$ cat config.mk
export PLATFORM = sky130hd
export DESIGN_NAME = gemm_c_drain
export DESIGN_NICKNAME = d
export VERILOG_FILES = /design/src/rtl/gemm_c_drain.sv
export SDC_FILE = /design/constraint.sdc
export NUM_CORES = 1
export LEC_CHECK = 0
export CORE_MARGIN = 10
export CORE_UTILIZATION = 60
export CTS_CLUSTER_SIZE = 10
export DETAILED_ROUTE_END_ITERATION = 6
export DONT_BUFFER_PORTS = 1
export PLACE_DENSITY_LB_ADDON = 0.2
export SLEW_MARGIN = 20
export SYNTH_ARGS = -nofsm -noshare
export SYNTH_HDL_FRONTEND = slang
export SYNTH_SLANG_ARGS = --single-unit
$ cat constraint.sdc
create_clock -name clk_i -period 10.6 [get_ports clk_i]
set_input_delay 1.59 -clock clk_i [delete_from_list [all_inputs] [get_ports clk_i]]
set_output_delay 1.59 -clock clk_i [all_outputs]
set_load 0.01 [all_outputs]
$ cat src/rtl/gemm_c_drain.sv
// Result-side drain for the GeMM C write port: buffers whole C tiles in a small FIFO
// and streams them element-by-element. Optional signed saturation: GEMM_C_DRAIN_SAT_EN.
module gemm_c_drain #(
  parameter int OutDataWidth = 32,
  parameter int StreamWidth  = 16,
  parameter int M            = 4,
  parameter int N            = 4,
  parameter int AddrWidthC   = 10,
  parameter int Depth        = 4
) (
  input  logic                              clk_i,
  input  logic                              rst_ni,
  input  logic                              clear_i,
  input  logic                              sram_c_we_i,
  input  logic [AddrWidthC-1:0]             sram_c_addr_i,
  input  logic [OutDataWidth*M*N-1:0]       sram_c_wdata_i,
  output logic                              out_valid_o,
  input  logic                              out_ready_i,
  output logic [StreamWidth-1:0]            out_data_o,
  output logic [AddrWidthC-1:0]             out_tile_addr_o,
  output logic [$clog2(M*N)-1:0]            out_elem_idx_o,
  output logic                              out_last_o,
  output logic [$clog2(Depth):0]            level_o,
  output logic                              full_o,
  output logic                              overflow_o
);

  localparam int TileW = OutDataWidth * M * N;
  localparam int Elems = M * N;
  localparam int ElemW = $clog2(Elems);
  localparam int PtrW  = $clog2(Depth);
  localparam int LvlW  = PtrW + 1;
  localparam logic [ElemW-1:0] LastIdx  = ElemW'(Elems - 1);
  localparam logic [LvlW-1:0]  DepthLvl = LvlW'(Depth);

  typedef enum logic {EMPTY = 1'b0, DRAIN = 1'b1} state_e;

  state_e                 state_q, state_d;
  logic [PtrW-1:0]        wr_ptr_q, wr_ptr_d, rd_ptr_q, rd_ptr_d;
  logic [LvlW-1:0]        level_q, level_d;
  logic [ElemW-1:0]       elem_q, elem_d;
  logic                   overflow_q, overflow_d;

  logic [AddrWidthC-1:0]  addr_mem [Depth];
  logic [TileW-1:0]       data_mem [Depth];

  logic                   full, valid, last, pop, pop_last, push, drop;
  logic [OutDataWidth-1:0] head_elem;
  logic [StreamWidth-1:0]  head_stream;

  // Stream handshake: a beat transfers on out_valid_o && out_ready_i; while valid is
  // high and ready low every out_* signal holds, since no state moves without a pop.
  assign full     = (level_q == DepthLvl);
  assign valid    = (state_q == DRAIN);
  assign last     = valid && (elem_q == LastIdx);
  assign pop      = valid && out_ready_i;
  assign pop_last = pop && last;
  assign push     = sram_c_we_i && !clear_i && (!full || pop_last);
  assign drop     = sram_c_we_i && full && !pop_last;

  assign head_elem = data_mem[rd_ptr_q][int'(elem_q)*OutDataWidth +: OutDataWidth];

`ifdef GEMM_C_DRAIN_SAT_EN
  localparam logic signed [OutDataWidth-1:0] SatMax =
    {{(OutDataWidth-StreamWidth+1){1'b0}}, {(StreamWidth-1){1'b1}}};
  localparam logic signed [OutDataWidth-1:0] SatMin =
    {{(OutDataWidth-StreamWidth+1){1'b1}}, {(StreamWidth-1){1'b0}}};

  always_comb begin
    head_stream = head_elem[StreamWidth-1:0];
    if ($signed(head_elem) > SatMax)      head_stream = SatMax[StreamWidth-1:0];
    else if ($signed(head_elem) < SatMin) head_stream = SatMin[StreamWidth-1:0];
  end
`else
  assign head_stream = head_elem[StreamWidth-1:0];
`endif

  always_comb begin
    state_d    = state_q;
    wr_ptr_d   = wr_ptr_q;
    rd_ptr_d   = rd_ptr_q;
    level_d    = level_q;
    elem_d     = elem_q;
    overflow_d = overflow_q;
    if (clear_i) begin
      wr_ptr_d   = '0;
      rd_ptr_d   = '0;
      level_d    = '0;
      elem_d     = '0;
      overflow_d = 1'b0;
    end else begin
      if (drop) overflow_d = 1'b1;
      if (push) wr_ptr_d = wr_ptr_q + PtrW'(1);
      if (pop)  elem_d = last ? '0 : elem_q + ElemW'(1);
      if (pop_last) rd_ptr_d = rd_ptr_q + PtrW'(1);
      unique case ({push, pop_last})
        2'b10:   level_d = level_q + LvlW'(1);
        2'b01:   level_d = level_q - LvlW'(1);
        default: level_d = level_q;
      endcase
    end
    state_d = (level_d != '0) ? DRAIN : EMPTY;
  end

  always_ff @(posedge clk_i or negedge rst_ni) begin
    if (!rst_ni) begin
      state_q    <= EMPTY;
      wr_ptr_q   <= '0;
      rd_ptr_q   <= '0;
      level_q    <= '0;
      elem_q     <= '0;
      overflow_q <= 1'b0;
    end else begin
      state_q    <= state_d;
      wr_ptr_q   <= wr_ptr_d;
      rd_ptr_q   <= rd_ptr_d;
      level_q    <= level_d;
      elem_q     <= elem_d;
      overflow_q <= overflow_d;
    end
  end

  // Tile storage carries no reset; outputs are gated by valid so stale contents never show.
  always_ff @(posedge clk_i) begin
    if (push) begin
      addr_mem[wr_ptr_q] <= sram_c_addr_i;
      data_mem[wr_ptr_q] <= sram_c_wdata_i;
    end
  end

  assign out_valid_o     = valid;
  assign out_data_o      = valid ? head_stream : '0;
  assign out_tile_addr_o = valid ? addr_mem[rd_ptr_q] : '0;
  assign out_elem_idx_o  = elem_q;
  assign out_last_o      = last;
  assign level_o         = level_q;
  assign full_o          = full;
  assign overflow_o      = overflow_q;

endmodule

==> results.md <==
- CP Launch Type: register
- Post-DRT Antenna Nets: 0
- CTS clk-pin slew, worst paths: around 50 ps
- Clock sink count: roughly 1100
- Cts hold-fix bufs: 0
- Core ar.: a little under 70000 sq um
- RD Place Congestion: 0.764
- Pwr Density: approximately 190 nW/um^2
- Htree depth: 3
- Final core occ: between 60% and 70%
- Top cell family by delay on the critical path: buffers and inverters
- Share of post-route cells with drive strength above 1: between 20% and 30%
- Starting density of the core: between 60% and 70%
- Achievable Freq: 155 MHz
- DR DRC count: 0
- VDD IR max: roughly 0.00017 V
- Fillers: 4317
- R2r endpoint: data_mem[3][237]
- Hold path start: overflow_o
- Worst path bufs/invs: 2
- Die Height: 283 microns
- Final setup fails: 0
- CP required: between 9000 and 10000 ps
- Vias in the first global route: between 15000 and 20000
- Area Overhead vs Synth: 9.65%
- DRT iter0 DRCs: about 1800
- Clock root buffer: clkbuf_16
- Fin crit share: about three fifths
- Fin worst setup slack: between 4000 and 5000 ps
- Rows: 96
- Worst path cell trace: buf_4, buf_4, mux4_2, a22o_1, a211oi_1, o22ai_1
- Status: finished clean
- Worst-skew pair later-pin latency: around 680 ps
- CP Capture Type: primary output
- Grt ovf: 0
- Vias after detailed routing: 18975
- Seq/Total Area, Yosys: slightly below 80%
- Total Nets Final: approximately 2500
- Worst-Margin Slew: ~1100 ps
- Peak per-stage delay on the critical path: around 810 ps
- Number of port buffers: 0
- Top cells by area, synth: edfxtp_1, mux4_2, mux2_2
- RSZ-0062 raised after global routing: no
- Syn nets: about 2500
- Ant diodes: 0
- Fin Setup TNS: 0 ps
- Depth of the worst register-to-register path: 7
- Final hold violations: 0
- Yosys warning total: 0
- Hold path depth: 2
- Max Transition Viols Final: 0
- Area of the die: 80200 sq um
- Global-route wire length before repair: ~140000 microns
- CP most frequent cell: buf_4
- Die Width: 283 microns
- Crit path arrival time: 4840 ps
- Longest Clk Path Bufs: 3
- I/O pin total: about 560
- HPWL Detailed: around 58000 microns
- Initial DRT Pass Iterations: 5
- Synth area leader: edfxtp_1
- Critical Setup Path Class: reg -> out
- EDFF count, synth: around 1100
- Critical-path maximum fanout: 45
- Synth async-reset ratio: approximately 1.2%
- Max-Slew Margin vs Limit: between 20% and 30%
- CTS buffer count: roughly 120
- Final wirelength: 93200 microns
- Largest net degree at the start of global routing: 148
- Flops & latches, synth: about 1100
- Post-CTS setup buffers: 0
- Leakage: about 14 nW
- Avg Inst Size Synth: approximately 21 sq um
- Worst Skew: 26.6 ps
- Initial antenna violation count: 2
- # resized after CTS: 0
- Vias/cell: between 6 and 7
- Yosys cell types: 49
- Main synth FF type: edfxtp_1
- CTS tree: done
- Wirelength per Cell: between 30 and 40 microns
- Post-synth design cell area: a little over 40000 sq um
- HP Class: reg -> reg
- FF-to-FF Start: out_elem_idx_o[0]
- R2r setup slk: 5810 ps
- Max Cap Viol: 0
- Tmin final: about 6400 ps
- Tot GR Track Use: about 23%
- Cells after synthesis: 1940
- Worst hold path endpoint: overflow_o
- Synth top area share: 76.9%
- CP max stage cell: buf_4
- Post-Place Setup Slack: about 4700 ps
-- how the worst max path moves through the flow --
stage / startpoint / endpoint / cells past startpoint / slack (ps)
2_1_floorplan: out_ready_i / addr_mem[0][0] / 4 / 1590
3_3_place_gp: rd_ptr_q[0] / out_data_o[0] / 6 / 4730
3_5_place_dp: rd_ptr_q[0] / out_data_o[0] / 6 / 4690
4_1_cts: rd_ptr_q[0] / out_data_o[0] / 6 / 3960
5_1_grt: rd_ptr_q[0] / out_data_o[0] / 6 / 3830
6_report: rd_ptr_q[0] / out_data_o[0] / 6 / 4170
-- through the flow --
stage | instances | instance area (sq um) | hold WS, ps | power [mW]
floorplan | 1940 | 41500 | 529 | 5.11
global placement | 2789 | 42300 | 567 | 5.16
detailed placement | 2790 | 42400 | 574 | 5.17
CTS | 2943 | 45500 | 580 | 8.63
global route | 2943 | 45500 | 587 | 8.83
finish | 2943 | 45500 | 582 | 8.56
-- final cells by class --
type | instances | area [sq um] | share of cell area, %
multi-input combinational | 746 | 8580 | 18.8
clock buffer | 143 | 3070 | 6.74
clock inverter | 10 | 114 | 0.250
inverter | 4 | 15.0 | 0.0330
tap | 931 | 1160 | 2.56
timing repair buffer | 32 | 323 | 0.709
sequential | 1077 | 32300 | 70.9
-- cell families (layout without fill, tap and decap cells) --
| logic type | Yosys count | in the layout | share of synthesized area (%) |
|---|---|---|---|
| XOR/XNOR | 7 | 7 | 0.148 |
| buffers and inverters | 117 | 189 | 1.71 |
| AO/OA/AOI/OAI | 218 | 218 | 4.30 |
| multiplexers | 336 | 336 | 14.0 |
| adder cells (fa/ha/maj) | 6 | 6 | 0.199 |
| flip-flops | 1077 | 1077 | 77.7 |
| AND/OR/NAND/NOR | 179 | 179 | 1.98 |
-- power by group --
part | leakage [nW] | internal [mW] | switching (mW) | total [mW]
Combinational | 2.29 | 0.0746 | 0.152 | 0.226
Sequential | 9.84 | 4.82 | 0.0273 | 4.85
Clock | 1.55 | 2.00 | 1.49 | 3.48
-- cells in the mapped netlist, types with 19 or more instances --
| cell | count |
|---|---|
| a221oi_1 | 31 |
| clkbuf_1 | 32 |
| mux2_2 | 95 |
| o221ai_1 | 47 |
| nand2_1 | 60 |
| o22ai_1 | 30 |
| mux4_2 | 185 |
| buf_2 | 39 |
| nor2b_1 | 21 |
| buf_6 | 19 |
| edfxtp_1 | 1064 |
| buf_4 | 21 |
| a211oi_1 | 35 |
| nor2_1 | 62 |
| mux2i_1 | 52 |
-- placed cells by master (no fill, tap or decap), types with 5 or more instances in the layout --
cell type	instances
edfxtp_1	1064
mux4_2	185
clkbuf_16	119
mux2_2	95
nor2_1	61
nand2_1	60
mux2i_1	52
o221ai_1	47
a211oi_1	35
a221oi_1	31
o22ai_1	30
buf_4	26
clkbuf_1	24
nor2b_1	19
a22o_1	15
a22oi_1	15
and2_1	13
a211oi_2	11
a31o_2	10
dfrtp_1	9
nand2b_1	6
nand3_1	5
a31o_1	5
ha_1	5
buf_12	5
-- layer usage --
layer | up-vias | track usage, % | part of all wire [%]
li1 | 8173 | - | -
met1 | 9966 | 28.7 | 37
met2 | 717 | 36.0 | 48
met3 | 119 | 10.9 | 12
met4 | 0 | 7.05 | 2.5
met5 | - | 0 | 0
-- worst register-to-register path: cells and delay by family, from the launching register on --
kind                       cells  cell delay, ps
buffers and inverters          3            1910
AOI/OAI and AO/OA              1             680
and+or+nand+nor                2             920
adders and majority gates      1             370
DFF                            1             330
-- sequential cells by signal, summed over array words and instances (netlist names) --
register        count
addr_mem           40
data_mem         1024
level_o             3
out_elem_idx_o      4
out_valid_o         1
overflow_o          1
rd_ptr_q            2
wr_ptr_q            2
Power figures use the tool's default switching activity.
